## src/rtl/ising_axil_cell_ctrl_if.sv

```systemverilog
// Purpose: AXI4-Lite slave channel bundle between the host interconnect and the spin-cell controller.
// Latency: none; this is a wire bundle.
// Backpressure: plain valid/ready on every channel (AW, W, B, AR, R).
//
// Ports (signals): s_aw* write address, s_w* write data, s_b* write response,
// s_ar* read address, s_r* read data/response. The slave modport is the
// controller's view and the master modport is the host's view.
interface ising_axil_cell_ctrl_if;
    logic        s_awvalid;
    logic        s_awready;
    logic [31:0] s_awaddr;
    logic        s_wvalid;
    logic        s_wready;
    logic [31:0] s_wdata;
    logic        s_bvalid;
    logic        s_bready;
    logic [1:0]  s_bresp;
    logic        s_arvalid;
    logic        s_arready;
    logic [31:0] s_araddr;
    logic        s_rvalid;
    logic        s_rready;
    logic [31:0] s_rdata;
    logic [1:0]  s_rresp;

    modport slave (
        input  s_awvalid, s_awaddr, s_wvalid, s_wdata, s_bready,
        input  s_arvalid, s_araddr, s_rready,
        output s_awready, s_wready, s_bvalid, s_bresp,
        output s_arready, s_rvalid, s_rdata, s_rresp
    );

    modport master (
        output s_awvalid, s_awaddr, s_wvalid, s_wdata, s_bready,
        output s_arvalid, s_araddr, s_rready,
        input  s_awready, s_wready, s_bvalid, s_bresp,
        input  s_arready, s_rvalid, s_rdata, s_rresp
    );
endinterface

```

## src/rtl/ising_axil_cell_ctrl.sv

```systemverilog
// Purpose: AXI4-Lite slave that strobes writes into the spin-cell array, muxes cell rdata back, and owns ising_rstn.
// Latency: write strobe in the cycle after the AW+W handshake, with B one cycle later; R valid one cycle after the AR handshake.
// Backpressure: AW/W are refused until B is accepted; AR is refused until R is accepted.
//
// Ports: clk, axi_rst (async, active high); axi = AXI4-Lite slave bundle;
// wready/wr_addr_match/wdata = broadcast cell write port; cell_rdata = all
// cell read words, cell i at [32*i+31:32*i]; ising_rstn = array load(0)/run(1).
module ising_axil_cell_ctrl #(
    parameter int unsigned NUM_CELLS = 8,
    parameter logic [31:0] CELL_BASE = 32'h0000_0100,
    parameter logic [31:0] CTRL_ADDR = 32'h0000_0000
) (
    input  logic                      clk,
    input  logic                      axi_rst,
    ising_axil_cell_ctrl_if.slave     axi,
    output logic                      wready,
    output logic [NUM_CELLS-1:0]      wr_addr_match,
    output logic [31:0]               wdata,
    input  logic [32*NUM_CELLS-1:0]   cell_rdata,
    output logic                      ising_rstn
);

    localparam int IDX_W = (NUM_CELLS > 1) ? $clog2(NUM_CELLS) : 1;
    localparam logic [32:0] CELL_LO = {1'b0, CELL_BASE};
    localparam logic [32:0] CELL_HI = {1'b0, CELL_BASE} + 33'(4 * NUM_CELLS);
    localparam logic [1:0]  RESP_OKAY   = 2'b00;
    localparam logic [1:0]  RESP_SLVERR = 2'b10;

    typedef struct packed {
        logic             cell_hit;
        logic             ctrl_hit;
        logic [IDX_W-1:0] idx;
    } dec_t;

    // Byte-lane bits are dropped before comparing, so any address within a
    // word decodes to that word. The 33-bit math keeps the end-of-range
    // compare correct even when the cell window touches the top of memory.
    function automatic dec_t decode(input logic [31:0] addr);
        logic [32:0] a;
        logic [32:0] off;
        dec_t        d;
        a          = {1'b0, addr} & ~33'd3;
        off        = a - CELL_LO;
        d.cell_hit = (a >= CELL_LO) && (a < CELL_HI);
        d.ctrl_hit = !d.cell_hit && (a[31:0] == (CTRL_ADDR & ~32'd3));
        d.idx      = IDX_W'(off >> 2);
        return d;
    endfunction

    // ---------------------------------------------------------------- write
    typedef enum logic [1:0] {W_IDLE, W_EXEC, W_RESP} w_state_t;

    w_state_t    w_state, w_state_nxt;
    logic        aw_held, w_held;
    logic [31:0] aw_addr_q, w_data_q;
    logic        aw_hs, w_hs;
    dec_t        w_dec;

    assign axi.s_awready = (w_state == W_IDLE) && !aw_held;
    assign axi.s_wready  = (w_state == W_IDLE) && !w_held;
    assign aw_hs         = axi.s_awvalid && axi.s_awready;
    assign w_hs          = axi.s_wvalid && axi.s_wready;
    assign w_dec         = decode(aw_addr_q);
    assign wdata         = w_data_q;

    always_comb begin
        w_state_nxt   = w_state;
        wready        = 1'b0;
        wr_addr_match = '0;
        axi.s_bvalid  = 1'b0;
        axi.s_bresp   = RESP_OKAY;
        case (w_state)
            W_IDLE: begin
                // Either half may already be parked from an earlier cycle.
                if ((aw_held || aw_hs) && (w_held || w_hs)) begin
                    w_state_nxt = W_EXEC;
                end
            end
            W_EXEC: begin
                if (w_dec.cell_hit) begin
                    wready        = 1'b1;
                    wr_addr_match = NUM_CELLS'(1) << w_dec.idx;
                end
                w_state_nxt = W_RESP;
            end
            W_RESP: begin
                axi.s_bvalid = 1'b1;
                axi.s_bresp  = (w_dec.cell_hit || w_dec.ctrl_hit) ? RESP_OKAY : RESP_SLVERR;
                if (axi.s_bready) begin
                    w_state_nxt = W_IDLE;
                end
            end
            default: w_state_nxt = W_IDLE;
        endcase
    end

    always_ff @(posedge clk or posedge axi_rst) begin
        if (axi_rst) begin
            w_state    <= W_IDLE;
            aw_held    <= 1'b0;
            w_held     <= 1'b0;
            aw_addr_q  <= '0;
            w_data_q   <= '0;
            ising_rstn <= 1'b0;
        end else begin
            w_state <= w_state_nxt;
            if (aw_hs) begin
                aw_held   <= 1'b1;
                aw_addr_q <= axi.s_awaddr;
            end
            if (w_hs) begin
                w_held   <= 1'b1;
                w_data_q <= axi.s_wdata;
            end
            if ((w_state == W_EXEC) && w_dec.ctrl_hit) begin
                ising_rstn <= w_data_q[0];
            end
            if ((w_state == W_RESP) && axi.s_bready) begin
                aw_held <= 1'b0;
                w_held  <= 1'b0;
            end
        end
    end

    // ----------------------------------------------------------------- read
    typedef enum logic {R_IDLE, R_RESP} r_state_t;

    r_state_t    r_state, r_state_nxt;
    logic        ar_hs;
    logic [31:0] rdata_q;
    logic [1:0]  rresp_q;
    dec_t        r_dec;

    assign r_dec       = decode(axi.s_araddr);
    assign ar_hs       = axi.s_arvalid && axi.s_arready;
    assign axi.s_rdata = rdata_q;
    assign axi.s_rresp = rresp_q;

    always_comb begin
        r_state_nxt   = r_state;
        axi.s_arready = 1'b0;
        axi.s_rvalid  = 1'b0;
        case (r_state)
            R_IDLE: begin
                axi.s_arready = 1'b1;
                if (axi.s_arvalid) begin
                    r_state_nxt = R_RESP;
                end
            end
            R_RESP: begin
                axi.s_rvalid = 1'b1;
                if (axi.s_rready) begin
                    r_state_nxt = R_IDLE;
                end
            end
            default: r_state_nxt = R_IDLE;
        endcase
    end

    // The cell word is captured at the AR handshake edge; a cell being
    // written in that same cycle only updates at that edge, so the read
    // returns the pre-write value.
    always_ff @(posedge clk or posedge axi_rst) begin
        if (axi_rst) begin
            r_state <= R_IDLE;
            rdata_q <= '0;
            rresp_q <= RESP_OKAY;
        end else begin
            r_state <= r_state_nxt;
            if (ar_hs) begin
                if (r_dec.cell_hit) begin
                    rdata_q <= cell_rdata[32*r_dec.idx +: 32];
                    rresp_q <= RESP_OKAY;
                end else if (r_dec.ctrl_hit) begin
                    rdata_q <= {31'b0, ising_rstn};
                    rresp_q <= RESP_OKAY;
                end else begin
                    rdata_q <= '0;
                    rresp_q <= RESP_SLVERR;
                end
            end
        end
    end

endmodule

```

## src/flat_wrapper.sv

```systemverilog
// flat-port wrapper written by rule: the top's interface ports become plain ports
module ising_axil_cell_ctrl_flat 
#(
    parameter int unsigned NUM_CELLS = 8,
    parameter logic [31:0] CELL_BASE = 32'h0000_0100,
    parameter logic [31:0] CTRL_ADDR = 32'h0000_0000
)
  (clk, axi_rst, wready, wr_addr_match, wdata, cell_rdata, ising_rstn, axi_s_awvalid, axi_s_awaddr, axi_s_wvalid, axi_s_wdata, axi_s_bready, axi_s_arvalid, axi_s_araddr, axi_s_rready, axi_s_awready, axi_s_wready, axi_s_bvalid, axi_s_bresp, axi_s_arready, axi_s_rvalid, axi_s_rdata, axi_s_rresp);
  ising_axil_cell_ctrl_if axi_i ();
  input  logic clk;
  input  logic axi_rst;
  output logic wready;
  output logic [NUM_CELLS-1:0] wr_addr_match;
  output logic [31:0] wdata;
  input  logic [32*NUM_CELLS-1:0] cell_rdata;
  output logic ising_rstn;
  input wire logic [$bits(axi_i.s_awvalid)-1:0] axi_s_awvalid;
  input wire logic [$bits(axi_i.s_awaddr)-1:0] axi_s_awaddr;
  input wire logic [$bits(axi_i.s_wvalid)-1:0] axi_s_wvalid;
  input wire logic [$bits(axi_i.s_wdata)-1:0] axi_s_wdata;
  input wire logic [$bits(axi_i.s_bready)-1:0] axi_s_bready;
  input wire logic [$bits(axi_i.s_arvalid)-1:0] axi_s_arvalid;
  input wire logic [$bits(axi_i.s_araddr)-1:0] axi_s_araddr;
  input wire logic [$bits(axi_i.s_rready)-1:0] axi_s_rready;
  output wire logic [$bits(axi_i.s_awready)-1:0] axi_s_awready;
  output wire logic [$bits(axi_i.s_wready)-1:0] axi_s_wready;
  output wire logic [$bits(axi_i.s_bvalid)-1:0] axi_s_bvalid;
  output wire logic [$bits(axi_i.s_bresp)-1:0] axi_s_bresp;
  output wire logic [$bits(axi_i.s_arready)-1:0] axi_s_arready;
  output wire logic [$bits(axi_i.s_rvalid)-1:0] axi_s_rvalid;
  output wire logic [$bits(axi_i.s_rdata)-1:0] axi_s_rdata;
  output wire logic [$bits(axi_i.s_rresp)-1:0] axi_s_rresp;
  assign axi_i.s_awvalid = axi_s_awvalid;
  assign axi_i.s_awaddr = axi_s_awaddr;
  assign axi_i.s_wvalid = axi_s_wvalid;
  assign axi_i.s_wdata = axi_s_wdata;
  assign axi_i.s_bready = axi_s_bready;
  assign axi_i.s_arvalid = axi_s_arvalid;
  assign axi_i.s_araddr = axi_s_araddr;
  assign axi_i.s_rready = axi_s_rready;
  assign axi_s_awready = axi_i.s_awready;
  assign axi_s_wready = axi_i.s_wready;
  assign axi_s_bvalid = axi_i.s_bvalid;
  assign axi_s_bresp = axi_i.s_bresp;
  assign axi_s_arready = axi_i.s_arready;
  assign axi_s_rvalid = axi_i.s_rvalid;
  assign axi_s_rdata = axi_i.s_rdata;
  assign axi_s_rresp = axi_i.s_rresp;
  ising_axil_cell_ctrl #(.NUM_CELLS(NUM_CELLS), .CELL_BASE(CELL_BASE), .CTRL_ADDR(CTRL_ADDR)) u_core (.clk(clk), .axi_rst(axi_rst), .axi(axi_i), .wready(wready), .wr_addr_match(wr_addr_match), .wdata(wdata), .cell_rdata(cell_rdata), .ising_rstn(ising_rstn));
endmodule
```

## config.mk

```make
export PLATFORM = sky130hd
export DESIGN_NAME = ising_axil_cell_ctrl_flat
export DESIGN_NICKNAME = d
export VERILOG_FILES = /design/src/rtl/ising_axil_cell_ctrl_if.sv /design/src/rtl/ising_axil_cell_ctrl.sv /design/src/flat_wrapper.sv
export SDC_FILE = /design/constraint.sdc
export NUM_CORES = 1
export LEC_CHECK = 0
export CORE_AREA = 2 2 172 174
export CTS_BUF_LIST = sky130_fd_sc_hd__clkbuf_4 sky130_fd_sc_hd__clkbuf_8
export DETAILED_ROUTE_END_ITERATION = 10
export DIE_AREA = 0 0 174 176
export PLACE_DENSITY = 0.51
export SLEW_MARGIN = 40
export SYNTH_ARGS = -nofsm -noshare
export SYNTH_HDL_FRONTEND = slang
export SYNTH_SLANG_ARGS = --single-unit
```

## constraint.sdc

```tcl
create_clock -name clk -period 4.3 [get_ports clk]
set_input_delay 0.86 -clock clk [delete_from_list [all_inputs] [get_ports clk]]
set_output_delay 0.86 -clock clk [all_outputs]
set_load 0.1 [all_outputs]
```

==> results.toml, run 1 <==
[synthesis]
synthDistinctLibCells = 31
synth_top_flop_cell = "dfrtp_1"
netlist_area_um2 = 5830
ys_ff_latch = 101
synth-edff-count = 0
synthArstFlopShare_pct = 100
synth_cells = 431
synth.avg_cell_area_um2 = 13.5
yosysSeqAreaShare_pct = 43.3
synthTopCellsByCount = "dfrtp_1, mux4_2, mux2_2"
yosys_warnings = 0
post-synth-top-count-cell = "dfrtp_1"
netlist.area_leader.share_pct = 43.3
yosysTopAreaCell = "dfrtp_1"
yosys-top-cells-area = "dfrtp_1, mux4_2, mux2_2, mux2i_1, nand2_1"

[grt]
grt.busiest_layer = "met2"
grt_antenna_before_repair = 3
grtUsageMet3_pct = 5.36
track_usage_pct = 15.9
gr-usage-met2_pct = 28.1
use_met1_pct = 18.6
grt_pass1_vias = 5918
grt_pass1_wl_um = 36600
grt_overflow_total = 0
grt_max_degree = 58

[pwr]
power.share.clock_pct = 12.8
power_switching_uw = 2350
p_comb_share_pct = 56.3
p_int_uw = 2350
power_density_nw_per_um2 = 451
ir_worst_vdd_mv = 0.219
switching_share_pct = 50.0
cellLeakagePower_uw = 0.00422
p_seq_share_pct = 30.9

[floorplan]
coreArea_um2 = 28500
initial_core_util_pct = 20.4
dieArea_um2 = 30600
io_pins = 442
fp-row-count = 62
die_h_um = 176
die_x_um = 174

[layout]
fin_area_um2 = 10400
n_fill_cell = 2905
final_layout_size_suffix_gt1_share_pct = 27.7
syn_to_final_growth_pct = 78.5
layoutNonFillerInstCount = 1242
multi_input_area_um2 = 3120
seqCellArea_um2 = 2530
final_nets = 1210

[worst_setup_path]
critPathMaxStageDelay_ps = 640
cp_num_buf_inv = 1
path_delay_family = "simple AND/OR/NAND/NOR gates"
slowest_stage = "or4_4"
setup.worst_path.class = "reg -> out"
path_common_cell = "nor4_1"
worstPathRequired_ps = 3440
crit_arrival_ps = 2630
worstPathMaxFanout = 7
path_cells = "nor4_1 -> nand4_1 -> or4_4 -> nor4_1 -> buf_4"
cp-start-kind = "flip-flop"
endpoint_kind = "primary output"

[routing]
drt_iter0_drc = 173
first_pass_iters = 4
antenna_left = 0
drc = 0
num_vias = 5380
vias_per_cell = 4.33
finalWirelength_um = 24400
wire_per_inst_um = 19.7

[cts]
cts_setup_buffers = 0
clock-sinks = 101
htreeDepth = 3
hold_buffers = 0
clockBufferDepth = 2
cts.clk_slew.worst_paths_ps = 110
cts-root-buf = "clkbuf_8"
cts_tree = "done"
clkLatencyLatePin_ps = 380
numCtsBuffers = 9
cts_resized = 0

[sta]
worstMarginPinSlew_ps = 729
fin_crit_sh_pct = 81.1
finalCriticalPeriod_ps = 3490
hold_viol = 0
setup_viol = 0
finClkSkew_ps = 13.5
drv_slew = 0
rsz0062_at_grt = "no"
fmax_ghz = 0.287
slew_headroom_pct = 51.4

[place]
port_buffers = 435
dp.cells = 1224
gp_congestion = 0.807
place_area_um2 = 10200
hpwl_um = 20000

[status]
status = "finished clean"

[flow_run]
cap_violations = 0

[min_path]
hold_class = "reg -> reg"
-- cell families after synthesis --
group | synth area share, %
other | 0.0643
buffers and inverters | 3.20
and+or+nand+nor | 7.77
AOI/OAI and AO/OA | 3.41
DFF | 43.3
muxes | 42.2
-- layer usage --
| layer | vias to the layer above | part of all wire (%) |
|---|---|---|
| met5 | - | 0 |
| met4 | 0 | 1.5 |
| met3 | 16 | 8.2 |
| met2 | 238 | 51 |
| met1 | 2626 | 39 |
| li1 | 2500 | - |
-- through the flow --
step	setup TNS, ps	hold slack [ps]	total power (uW)	utilization, %	worst slack [ps]
after floorplan	-3350	459	3440	-	-933
after global placement	0	462	4300	37.0	1180
after detailed placement	0	466	4150	35.8	1180
after CTS	0	492	4780	36.4	731
after global routing	0	517	4950	36.4	600
final	0	482	4700	36.5	811
-- path summary, 6_finish.rpt --
| check | end | slack [ps] | cells past startpoint | from |
|---|---|---|---|---|
| max | wr_addr_match[2] | 810 | 5 | u_core.aw_addr_q[11]$_DFFE_PP0P_ |
| min | u_core.axi.s_rdata[21]$_DFFE_PP0P_ | 480 | 2 | u_core.axi.s_rdata[21]$_DFFE_PP0P_ |
| max reg2reg | u_core.aw_addr_q[29]$_DFFE_PP0P_ | 2210 | 4 | u_core.w_state[1]$_DFFE_PP0P_ |
| min reg2reg | u_core.axi.s_rdata[21]$_DFFE_PP0P_ | 480 | 2 | u_core.axi.s_rdata[21]$_DFFE_PP0P_ |
| max in group asynchronous | u_core.wdata[27]$_DFFE_PP0P_ | 2650 | 3 | axi_rst |
| min in group asynchronous | u_core.axi.s_rdata[25]$_DFFE_PP0P_ | 910 | 2 | axi_rst |
-- tightest hold or removal path: stages (launching register included) --
cell and delay (ps):
dfrtp_1 350, nand2_1 40, o21ai_0 60
-- flip-flops by register name, summed over array words and instances, names as in the netlist --
signal	count
u_core.axi.s_rdata	32
u_core.w_state	2
u_core.ising_rstn	1
u_core.wdata	32
u_core.w_held	1
u_core.aw_addr_q	30
u_core.aw_held	1
u_core.r_state	1
u_core.axi.s_rresp	1
-- cell type report --
type                       instances  area share [%]
clock buffer                       9            1.19
inverter                           5           0.204
antenna                            3          0.0721
tap                              384            4.62
clock inverter                     6           0.541
sequential                       101            24.3
timing repair buffer             444            39.1
multi-input combinational        290            30.0
-- cell usage in the layout (no fill, tap or decap) --
cell             Yosys  layout
a21oi_1              2       2
a22oi_1              1       1
a31oi_1              1       1
and2_1               3       3
and3_1               1       1
buf_12               0       3
buf_2               14      73
buf_4                2      17
clkbuf_8             0       9
clkdlybuf4s50_1      0     351
clkinv_4             0       3
clkinvlp_4           0       1
conb_1               1       2
dfrtp_1            101     101
diode_2              0       3
inv_1                5       4
inv_4                0       1
inv_8                0       2
mux2_1               2       2
mux2_2              61      61
mux2i_1             31      31
mux4_2              64      64
nand2_1             38      37
nand2_2              0       1
nand2b_1             3       3
nand3_1              2       2
nand3b_1             1       1
nand4_1              2       2
nor2_1               9       9
nor3_1               9       9
nor4_1              18      18
o21ai_0             28      28
o21ai_1              7       7
or3_1                1       1
or3b_1               1       1
or4_1                1       1
or4_4                2       2
-- power groups by stage --
stage | Combinational, uW | Sequential [uW] | Clock (uW)
after floorplan | 841 | 2600 | 0
after global placement | 2830 | 1470 | 0
after detailed placement | 2670 | 1480 | 0
after CTS | 2670 | 1460 | 649
after global routing | 2770 | 1510 | 678
final | 2640 | 1450 | 600
Power figures use the tool's default switching activity.
==> run 2, diff against run 1 <==
CORE_AREA = 2 2 170 172   (was 2 2 172 174)
DIE_AREA = 0 0 172 174   (was 0 0 174 176)
PLACE_DENSITY = 0.54   (was 0.51)
clock period = 3.1 ns   (was 4.3 ns; I/O delays follow)
==> run 2 against run 1 <==
Total power rose by 44%; cell count grew 0.40%; critical endpoint is now wr_addr_match[6]; largest cell class unchanged; register-to-register slack worse by 1000 ps; worst setup slack worse by 750 ps; clock skew grew 14 ps; utilization increased by 2.0 points; first-iteration DRC count is 13% higher; clock power is 39% higher; critical path depth is 1 lower; worst hold slack gained 10 ps; non-clock buffer count increased by 7; sequential cell count did not move; largest power group unchanged.
==> results.toml, run 2 (synthesis results as in run 1) <==
[flow_run]
cap_violations = 0

[worst_setup_path]
path_cells = "or4_4 -> or4_4 -> nor4_4 -> buf_12"
crit_arrival_ps = 2420
path_common_cell = "or4_4"
worstPathMaxFanout = 7
endpoint_kind = "primary output"
path_delay_family = "simple AND/OR/NAND/NOR gates"
worstPathRequired_ps = 2480
setup.worst_path.class = "reg -> out"
cp_num_buf_inv = 1
slowest_stage = "or4_4"
cp-start-kind = "flip-flop"
critPathMaxStageDelay_ps = 670

[status]
status = "finished clean"

[sta]
drv_slew = 0
fmax_ghz = 0.329
worstMarginPinSlew_ps = 702
fin_crit_sh_pct = 98.0
rsz0062_at_grt = "yes"
finClkSkew_ps = 27.0
setup_tns_ps = 0
layout_setup_ws_ps = 63.5
setup_viol = 0
finalCriticalPeriod_ps = 3040
slew_headroom_pct = 53.1
hold_viol = 0

[pwr]
power_switching_uw = 3330
power_density_nw_per_um2 = 622
switching_share_pct = 49.3
ir_worst_vdd_mv = 0.310
p_comb_share_pct = 57.4
power.share.clock_pct = 12.4
p_total_uw = 6750
p_seq_share_pct = 30.3
cellLeakagePower_uw = 0.00434
p_int_uw = 3420

[place]
port_buffers = 435
dp.cells = 1229
place_ws_ps = 286
hpwl_um = 20400
gp_congestion = 0.767

[cts]
htreeDepth = 3
clkLatencyLatePin_ps = 380
cts.clk_slew.worst_paths_ps = 110
cts-root-buf = "clkbuf_8"
cts_resized = 0
numCtsBuffers = 9
clockBufferDepth = 2
clock-sinks = 101
cts_tree = "done"

[routing]
first_pass_iters = 4
wire_per_inst_um = 19.6
antenna_left = 0
finalWirelength_um = 24500
vias_per_cell = 4.37
drc = 0
drt_iter0_drc = 196
num_vias = 5448

[floorplan]
dieArea_um2 = 29900
die_x_um = 172
io_pins = 442
fp-row-count = 62
coreArea_um2 = 28200
initial_core_util_pct = 20.6
die_h_um = 174

[layout]
layoutNonFillerInstCount = 1247
layout.cells.most_common_list = "clkdlybuf4s50_1, dfrtp_1, buf_4"
mostFrequentLayoutCell = "clkdlybuf4s50_1"
n_fill_cell = 2782
syn_to_final_growth_pct = 86.2
final_nets = 1217
final_layout_size_suffix_gt1_share_pct = 29.2

[grt]
track_usage_pct = 16.1
grt_antenna_before_repair = 3
grt_pass1_vias = 5902
grt_pass1_wl_um = 35900
grt_overflow_total = 0
grt_max_degree = 49

[min_path]
hold_class = "reg -> reg"
run 2: power by group through the flow:
stage               Sequential [uW]  Combinational (uW)  Clock (uW)
finish                         2040                3870         836
global route                   2110                4040         939
CTS                            2050                3910         894
detailed placement             2090                3910           0
global placement               2070                3880           0
floorplan                      3630                1200           0
run 2: layout make-up:
| cell class | instances | area (um2) | area share [%] |
|---|---|---|---|
| diodes | 1 | 2.50 | 0.0231 |
| clock buffers | 9 | 124 | 1.14 |
| clock inverters | 6 | 56.3 | 0.519 |
| inverters | 5 | 22.5 | 0.207 |
| multi-input cells | 290 | 3220 | 29.7 |
| flip-flops and latches | 101 | 2530 | 23.3 |
| well taps | 384 | 480 | 4.43 |
| repair buffers | 451 | 4420 | 40.7 |
run 2: worst min-delay path, stage by stage (launching register included):
cell and delay (ps):
dfrtp_1 360, nand2_1 50, o21ai_0 60
run 2: per-layer routing:
layer | GRT usage [%] | part of all wire, % | up-vias
li1 | - | - | 2518
met1 | 18.4 | 37 | 2670
met2 | 28.9 | 52 | 240
met3 | 5.51 | 9.3 | 18
met4 | 3.08 | 1.3 | 2
met5 | 0 | 0.053 | -
run 2: what timing repair did:
action	in CTS	in global routing
hold buffers	0	0
endpoints found under the setup margin	7	7
setup buffers	0	2
pin swaps	2	4
run 2: worst paths after layout:
check | to | depth (start not counted) | slack, ps | from
hold / removal | u_core.axi.s_rdata[17]$_DFFE_PP0P_ | 2 | 490 | u_core.axi.s_rdata[17]$_DFFE_PP0P_
min in group asynchronous | u_core.axi.s_rdata[23]$_DFFE_PP0P_ | 2 | 690 | axi_rst
max in group asynchronous | u_core.wdata[2]$_DFFE_PP0P_ | 3 | 1720 | axi_rst
hold reg to reg | u_core.axi.s_rdata[17]$_DFFE_PP0P_ | 2 | 490 | u_core.axi.s_rdata[17]$_DFFE_PP0P_
setup / recovery | wr_addr_match[6] | 4 | 60 | u_core.aw_addr_q[19]$_DFFE_PP0P_
setup reg to reg | u_core.ising_rstn$_DFFE_PP0P_ | 4 | 1180 | u_core.aw_addr_q[2]$_DFFE_PP0P_
run 2: stage by stage:
| step | cell area [um2] | hold slack, ps | utilization, % |
|---|---|---|---|
| 3_3_place_gp | 10700 | 464 | 37.7 |
| 3_5_place_dp | 10700 | 472 | 37.7 |
| 2_1_floorplan | 5940 | 459 | - |
| 5_1_grt | 10900 | 524 | 38.4 |
| 6_report | 10900 | 492 | 38.4 |
| 4_1_cts | 10800 | 498 | 38.4 |
